--- src/rtl/key_pkg.sv ---
// Shared definitions for the key matrix scanner: scan FSM states and event-code constants.
package key_pkg;

  typedef enum logic [1:0] {
    IDLE   = 2'd0,
    DRIVE  = 2'd1,
    SAMPLE = 2'd2,
    EVAL   = 2'd3
  } state_t;

  localparam int CODE_W = 8;
  localparam logic [CODE_W-1:0] EMPTY_CODE = 8'hFF;

endpackage

--- src/rtl/key_fifo.sv ---
// First-word-fall-through event FIFO; a push while full succeeds only if a pop shares the cycle.
module key_fifo #(
  parameter int WIDTH = 8,
  parameter int DEPTH = 8
) (
  input  logic                     clk,
  input  logic                     rst,
  input  logic                     push,
  input  logic                     pop,
  input  logic [WIDTH-1:0]         din,
  output logic                     full,
  output logic                     empty,
  output logic [$clog2(DEPTH):0]   count,
  output logic [WIDTH-1:0]         head
);

  localparam int AW = $clog2(DEPTH);
  localparam logic [AW:0] FULL_CNT = (AW+1)'(DEPTH);

  logic [WIDTH-1:0] mem [DEPTH];
  logic [AW-1:0]    wr_ptr;
  logic [AW-1:0]    rd_ptr;
  logic             do_push;
  logic             do_pop;

  assign full    = (count == FULL_CNT);
  assign empty   = (count == '0);
  assign do_pop  = pop && !empty;
  assign do_push = push && (!full || do_pop);
  assign head    = mem[rd_ptr];

  always_ff @(posedge clk) begin
    if (do_push) mem[wr_ptr] <= din;
  end

  always_ff @(posedge clk or posedge rst) begin
    if (rst) begin
      wr_ptr <= '0;
      rd_ptr <= '0;
      count  <= '0;
    end else begin
      if (do_push) wr_ptr <= wr_ptr + 1'b1;
      if (do_pop)  rd_ptr <= rd_ptr + 1'b1;
      case ({do_push, do_pop})
        2'b10:   count <= count + 1'b1;
        2'b01:   count <= count - 1'b1;
        default: count <= count;
      endcase
    end
  end

endmodule

--- src/rtl/key_matrix_scan.sv ---
// Row-scanned key matrix with per-key debounce and a readable event FIFO.
// Handshake: a read is the single cycle where cs&&rd; data (addr=0) pops on that edge if non-empty.
module key_matrix_scan
  import key_pkg::*;
#(
  parameter int ROWS       = 4,
  parameter int COLS       = 4,
  parameter int TICK_DIV   = 50000,
  parameter int SETTLE     = 16,
  parameter int DEB_N      = 3,
  parameter int FIFO_DEPTH = 8
) (
  input  logic              clk,
  input  logic              rst,
  output logic [ROWS-1:0]   row_oe,
  input  logic [COLS-1:0]   col_in,
  input  logic              cs,
  input  logic              rd,
  input  logic              addr,
  output logic [7:0]        rddat,
  output logic              irq,
  output state_t            scan_state
);

  localparam int KEYS = ROWS * COLS;
  localparam int RW   = (ROWS > 1) ? $clog2(ROWS) : 1;
  localparam int KW   = (KEYS > 1) ? $clog2(KEYS) : 1;
  localparam int TW   = $clog2(TICK_DIV);
  localparam int SW   = (SETTLE > 1) ? $clog2(SETTLE) : 1;
  localparam int CW   = $clog2(FIFO_DEPTH) + 1;

  localparam logic [TW-1:0] TICK_LAST   = TW'(TICK_DIV - 1);
  localparam logic [SW-1:0] SETTLE_LAST = SW'((SETTLE > 0) ? SETTLE - 1 : 0);
  localparam logic [RW-1:0] ROW_LAST    = RW'(ROWS - 1);
  localparam logic [KW-1:0] KEY_LAST    = KW'(KEYS - 1);
  localparam logic [2:0]    CNT_LAST    = 3'(DEB_N - 1);

  state_t          state;
  state_t          next;
  logic [TW-1:0]   tick_cnt;
  logic            tick;
  logic [SW-1:0]   settle_cnt;
  logic [RW-1:0]   row;
  logic [KW-1:0]   key_idx;
  logic [KEYS-1:0] raw;
  logic [KEYS-1:0] stable;
  logic [2:0]      cnt [KEYS];

  logic            cur_raw;
  logic            cur_stable;
  logic [2:0]      cur_cnt;
  logic            push;
  logic [7:0]      code;

  logic            pop;
  logic            full;
  logic            empty;
  logic [CW-1:0]   fifo_count;
  logic [7:0]      head;
  logic [6:0]      count7;
  logic            overflow;

  assign tick       = (tick_cnt == TICK_LAST);
  assign scan_state = state;

  assign cur_raw    = raw[key_idx];
  assign cur_stable = stable[key_idx];
  assign cur_cnt    = cnt[key_idx];
  // The change that completes the debounce count is the one that emits an event.
  assign push       = (state == EVAL) && (cur_raw != cur_stable) && (cur_cnt == CNT_LAST);
  assign code       = {~cur_stable, 7'(key_idx)};

  always_comb begin
    next   = state;
    row_oe = '0;
    case (state)
      IDLE:   if (tick) next = DRIVE;
      DRIVE:  if (settle_cnt == SETTLE_LAST) next = SAMPLE;
      SAMPLE: next = (row == ROW_LAST) ? EVAL : IDLE;
      EVAL:   if (key_idx == KEY_LAST) next = IDLE;
      default: next = IDLE;
    endcase
    if (state == DRIVE || state == SAMPLE) begin
      for (int i = 0; i < ROWS; i++) row_oe[i] = (RW'(i) == row);
    end
  end

  always_ff @(posedge clk or posedge rst) begin
    if (rst) begin
      state      <= IDLE;
      tick_cnt   <= '0;
      settle_cnt <= '0;
      row        <= '0;
      key_idx    <= '0;
      raw        <= '0;
      stable     <= '0;
      for (int k = 0; k < KEYS; k++) cnt[k] <= '0;
    end else begin
      state    <= next;
      tick_cnt <= tick ? '0 : tick_cnt + 1'b1;
      settle_cnt <= (state == DRIVE && next == DRIVE) ? settle_cnt + 1'b1 : '0;
      case (state)
        SAMPLE: begin
          for (int i = 0; i < ROWS; i++) begin
            if (RW'(i) == row) raw[i*COLS +: COLS] <= ~col_in;
          end
          row     <= (row == ROW_LAST) ? '0 : row + 1'b1;
          key_idx <= '0;
        end
        EVAL: begin
          if (cur_raw == cur_stable) begin
            cnt[key_idx] <= '0;
          end else if (cur_cnt == CNT_LAST) begin
            stable[key_idx] <= ~cur_stable;
            cnt[key_idx]    <= '0;
          end else begin
            cnt[key_idx] <= cur_cnt + 3'd1;
          end
          key_idx <= key_idx + 1'b1;
        end
        default: ;
      endcase
    end
  end

  assign pop = cs && rd && !addr;

  key_fifo #(
    .WIDTH (CODE_W),
    .DEPTH (FIFO_DEPTH)
  ) u_fifo (
    .clk   (clk),
    .rst   (rst),
    .push  (push),
    .pop   (pop),
    .din   (code),
    .full  (full),
    .empty (empty),
    .count (fifo_count),
    .head  (head)
  );

  // Setting overflow takes priority over a same-cycle status-read clear.
  always_ff @(posedge clk or posedge rst) begin
    if (rst) begin
      overflow <= 1'b0;
      irq      <= 1'b0;
    end else begin
      if (push && full && !pop)  overflow <= 1'b1;
      else if (cs && rd && addr) overflow <= 1'b0;
      irq <= (fifo_count != '0);
    end
  end

  assign count7 = 7'(fifo_count);

  always_comb begin
    rddat = 8'h00;
    if (cs) rddat = addr ? {overflow, 1'b0, count7[5:0]} : (empty ? EMPTY_CODE : head);
  end

endmodule

--- config.mk ---
export PLATFORM = sky130hd
export DESIGN_NAME = key_matrix_scan
export DESIGN_NICKNAME = d
export VERILOG_FILES = /design/src/rtl/key_pkg.sv /design/src/rtl/key_fifo.sv /design/src/rtl/key_matrix_scan.sv
export SDC_FILE = /design/constraint.sdc
export NUM_CORES = 1
export LEC_CHECK = 0
export CAP_MARGIN = 10
export CELL_PAD_IN_SITES_DETAIL_PLACEMENT = 2
export CELL_PAD_IN_SITES_GLOBAL_PLACEMENT = 2
export CORE_ASPECT_RATIO = 0.75
export CORE_MARGIN = 4
export CORE_UTILIZATION = 47
export DETAILED_ROUTE_END_ITERATION = 16
export MAX_ROUTING_LAYER = met4
export PLACE_DENSITY = 0.89
export RECOVER_POWER = 100
export SLEW_MARGIN = 40
export SYNTH_ARGS = -nofsm -noshare
export SYNTH_HDL_FRONTEND = slang
export SYNTH_SLANG_ARGS = --single-unit
--- constraint.sdc ---
create_clock -name clk -period 6.7 [get_ports clk]
set_clock_uncertainty 0.05 [all_clocks]
set_input_delay 2.01 -clock clk [delete_from_list [all_inputs] [get_ports clk]]
set_output_delay 2.01 -clock clk [all_outputs]
set_load 0.02 [all_outputs]
==> flow_summary.json <==
{
  "diodes": 0,
  "start_util": 0.479,
  "ys_ff_latch": 160,
  "ant_nets": 0,
  "violations": "max-capacitance violations, max-slew violations",
  "final.fill_count": 1508,
  "synthArstFlopShare": 0.750,
  "ioPinCount": 24,
  "clock.fmax_mhz": 171,
  "clkSlewWorstSetupHoldPaths_ps": 70,
  "arrival_ps": 5850,
  "ir_drop_uv": 184,
  "grt_max_degree": 64,
  "synth_xor_area_frac": 0.0273,
  "cp-end-kind": "register",
  "dp_hpwl_mm": 14.8,
  "num_vias": 5096,
  "wl_mm": 23.9,
  "worst_skew_pair.late_latency_ps": 440,
  "rows": 40,
  "cts_tree": "yes",
  "fp.dieW_um": 155,
  "synth_fa_ha_area_frac": 0.0310,
  "rsz0062_at_grt": "no",
  "cp_data_required_time_ps": 6690,
  "drcViolationCount": 0,
  "post_cts_buffers": 0,
  "post_cts_resized": 0,
  "powerDensity_mw_per_mm2": 260,
  "worstSetupStartpointType": "register",
  "fp.dieH_um": 119,
  "cts_made_buffers": 17,
  "worstHoldPathCells": 1,
  "gr-total-overflow": 0,
  "netSwitchingFraction": 0.260,
  "postCtsHoldBufs": 0,
  "synth_warnings": 0,
  "first_pass_iters": 4,
  "setup_ws_ps": 842,
  "synth_fp_nets": 623,
  "critPathKind": "register to register",
  "ys_seq_area_frac": 0.548,
  "port_buffers": 23,
  "gp_congestion": 0.791,
  "intPower_mw": 1.63,
  "synth-edff-count": 40,
  "place_inst": 797,
  "clockBufferDepth": 2,
  "leakagePower_nw": 3.59,
  "period_share": 0.874,
  "synth_cells": 595,
  "min_path_type": "register to register",
  "track_usage": 0.278,
  "maxCapViolCount": 2,
  "status": "complete, but fails checks",
  "synth_compound_area_frac": 0.0583,
  "yosysTopAreaCellShare": 0.392,
  "netlist_area_mm2": 0.00767,
  "netSwitchingPower_mw": 0.573,
  "reg2regPathDepth": 8,
  "nets": 634,
  "layout_common_cells": "dfrtp_1 (120), nand2_1 (41), edfxtp_1 (40)",
  "final_common_cell": "dfrtp_1",
  "p_comb_frac": 0.068,
  "clkPwrFrac": 0.443,
  "ys.flop_type": "dfrtp_1",
  "grt_pass1_vias": 5907,
  "setup-tns-final_ps": 0,
  "cts-root-buf": "clkbuf_16",
  "tightest_slew_ps": 1910,
  "clock_sinks": 160,
  "finalSetupViolCount": 0,
  "synth_mux_area_frac": 0.174,
  "avgRoutedWirePerCell_um": 28.9,
  "grt_pass1_wl_mm": 37.0,
  "synth_cell_type_count": 49,
  "antenna_found_initial": 0,
  "syn_area_per_cell_um2": 12.9,
  "seqPwrFrac": 0.489,
  "finalHoldWorstSlack_ps": 426,
  "path_max_fanout": 25,
  "core_mm2": 0.0160,
  "yosys.area.top_type": "dfrtp_1",
  "synth_top_family_by_area": "multiplexers",
  "die_area_mm2": 0.0184,
  "rrSetupSlack_ps": 840,
  "h-tree-depth": 4,
  "vias_per_cell": 6.15,
  "synth-simple-area-share": 0.125,
  "finalHoldViolCount": 0,
  "area_growth_pct": 10.8,
  "dr.first_iter.drc_count": 284,
  "synth.area.top_cells": "dfrtp_1 (39%), edfxtp_1 (16%), mux4_2 (9.4%)",
  "maxSlewViolCount": 49,
  "layout_min_cycle_time_ps": 5860,
  "pre_cts_slack_ps": 1050,
  "drive_above_1_share": 0.174,
  "finalNonFillerCells": 829,
  "slew_headroom": -0.289
}
[synth_stat cells (2+ instances only)]
master	number
a21oi_1	23
a22o_1	3
a22oi_1	5
a31oi_1	2
and2_1	14
and3_1	15
and4_1	2
buf_1	4
buf_2	10
buf_4	2
buf_6	4
clkbuf_1	17
dfrtp_1	120
edfxtp_1	40
ha_1	19
inv_1	18
mux2_1	2
mux2_2	27
mux2_4	10
mux2i_1	14
mux4_2	32
nand2_1	40
nand2_2	2
nand3_1	30
nand3_2	11
nor2_1	35
nor2b_1	6
nor3_1	6
nor3_2	2
nor3b_1	2
nor4_1	2
nor4b_1	3
o21ai_0	25
o31ai_1	13
xnor2_1	10
xor2_1	12
[per-layer routing]
metal  routed length [um]  global-route usage  up-vias
li1                     -                   -     2177
met5                    0                   -        -
met4                  853               0.117        0
met3                  899              0.0567       57
met1                 9420               0.329     2741
met2                12800               0.464      121
[sequential cells by signal, summed over array words and instances, names as in the netlist, 3 cells and up]
signal	cells
u_fifo.wr_ptr	3
settle_cnt	4
key_idx	4
u_fifo.rd_ptr	3
tick_cnt	16
cnt	48
u_fifo.count	4
raw	16
u_fifo.mem	40
stable	16
[per-stage QoR]
step                       util  cell area, um2  power (mW)
after global routing      0.530            8500        2.29
after detailed placement  0.501            8030        1.25
after CTS                 0.537            8600        2.23
after global placement    0.500            8010        1.23
after floorplan               -            7670        1.18
final                     0.530            8500        2.21
[final timing paths]
check                                  from                to
worst max-delay path             key_idx[1]  u_fifo.mem[4][2]
worst min-delay path            tick_cnt[0]       tick_cnt[0]
worst max register to register   key_idx[1]  u_fifo.mem[4][2]
worst min register to register  tick_cnt[0]       tick_cnt[0]
max in group asynchronous               rst           cnt[25]
min in group asynchronous               rst         stable[5]
[worst max-delay path, stage by stage (launching register included)]
cell      delay (ps)
dfrtp_1          890
clkbuf_1        1010
mux4_2           450
a22o_1           260
nor2_8           340
xnor2_1          250
and3_1           610
nand2_1          340
nor4b_1         1240
[cells by family after synthesis]
logic type	after synthesis
AOI/OAI and AO/OA	75
muxes	85
and+or+nand+nor	177
xor gates and xnor gates	23
DFF	160
adders and majority gates	19
buffers and inverters	56
[layout make-up]
type                       instances  area (um2)  share of cell area
inverter                          18        68.8             0.00810
tap                              210         263              0.0309
clock buffer                      18         429              0.0505
multi-input combinational        379        3110               0.366
timing repair buffer              30         275              0.0324
sequential                       160        4200               0.495
clock inverter                    14         143              0.0168
[power groups by stage]
stage | sequential (mW) | combinational [mW] | clock [mW]
after floorplan | 1.05 | 0.129 | 0
after global placement | 1.09 | 0.137 | 0
after detailed placement | 1.10 | 0.154 | 0
after CTS | 1.08 | 0.157 | 0.991
after global routing | 1.08 | 0.163 | 1.04
final | 1.08 | 0.150 | 0.978
(Power assumes the default switching activity.)
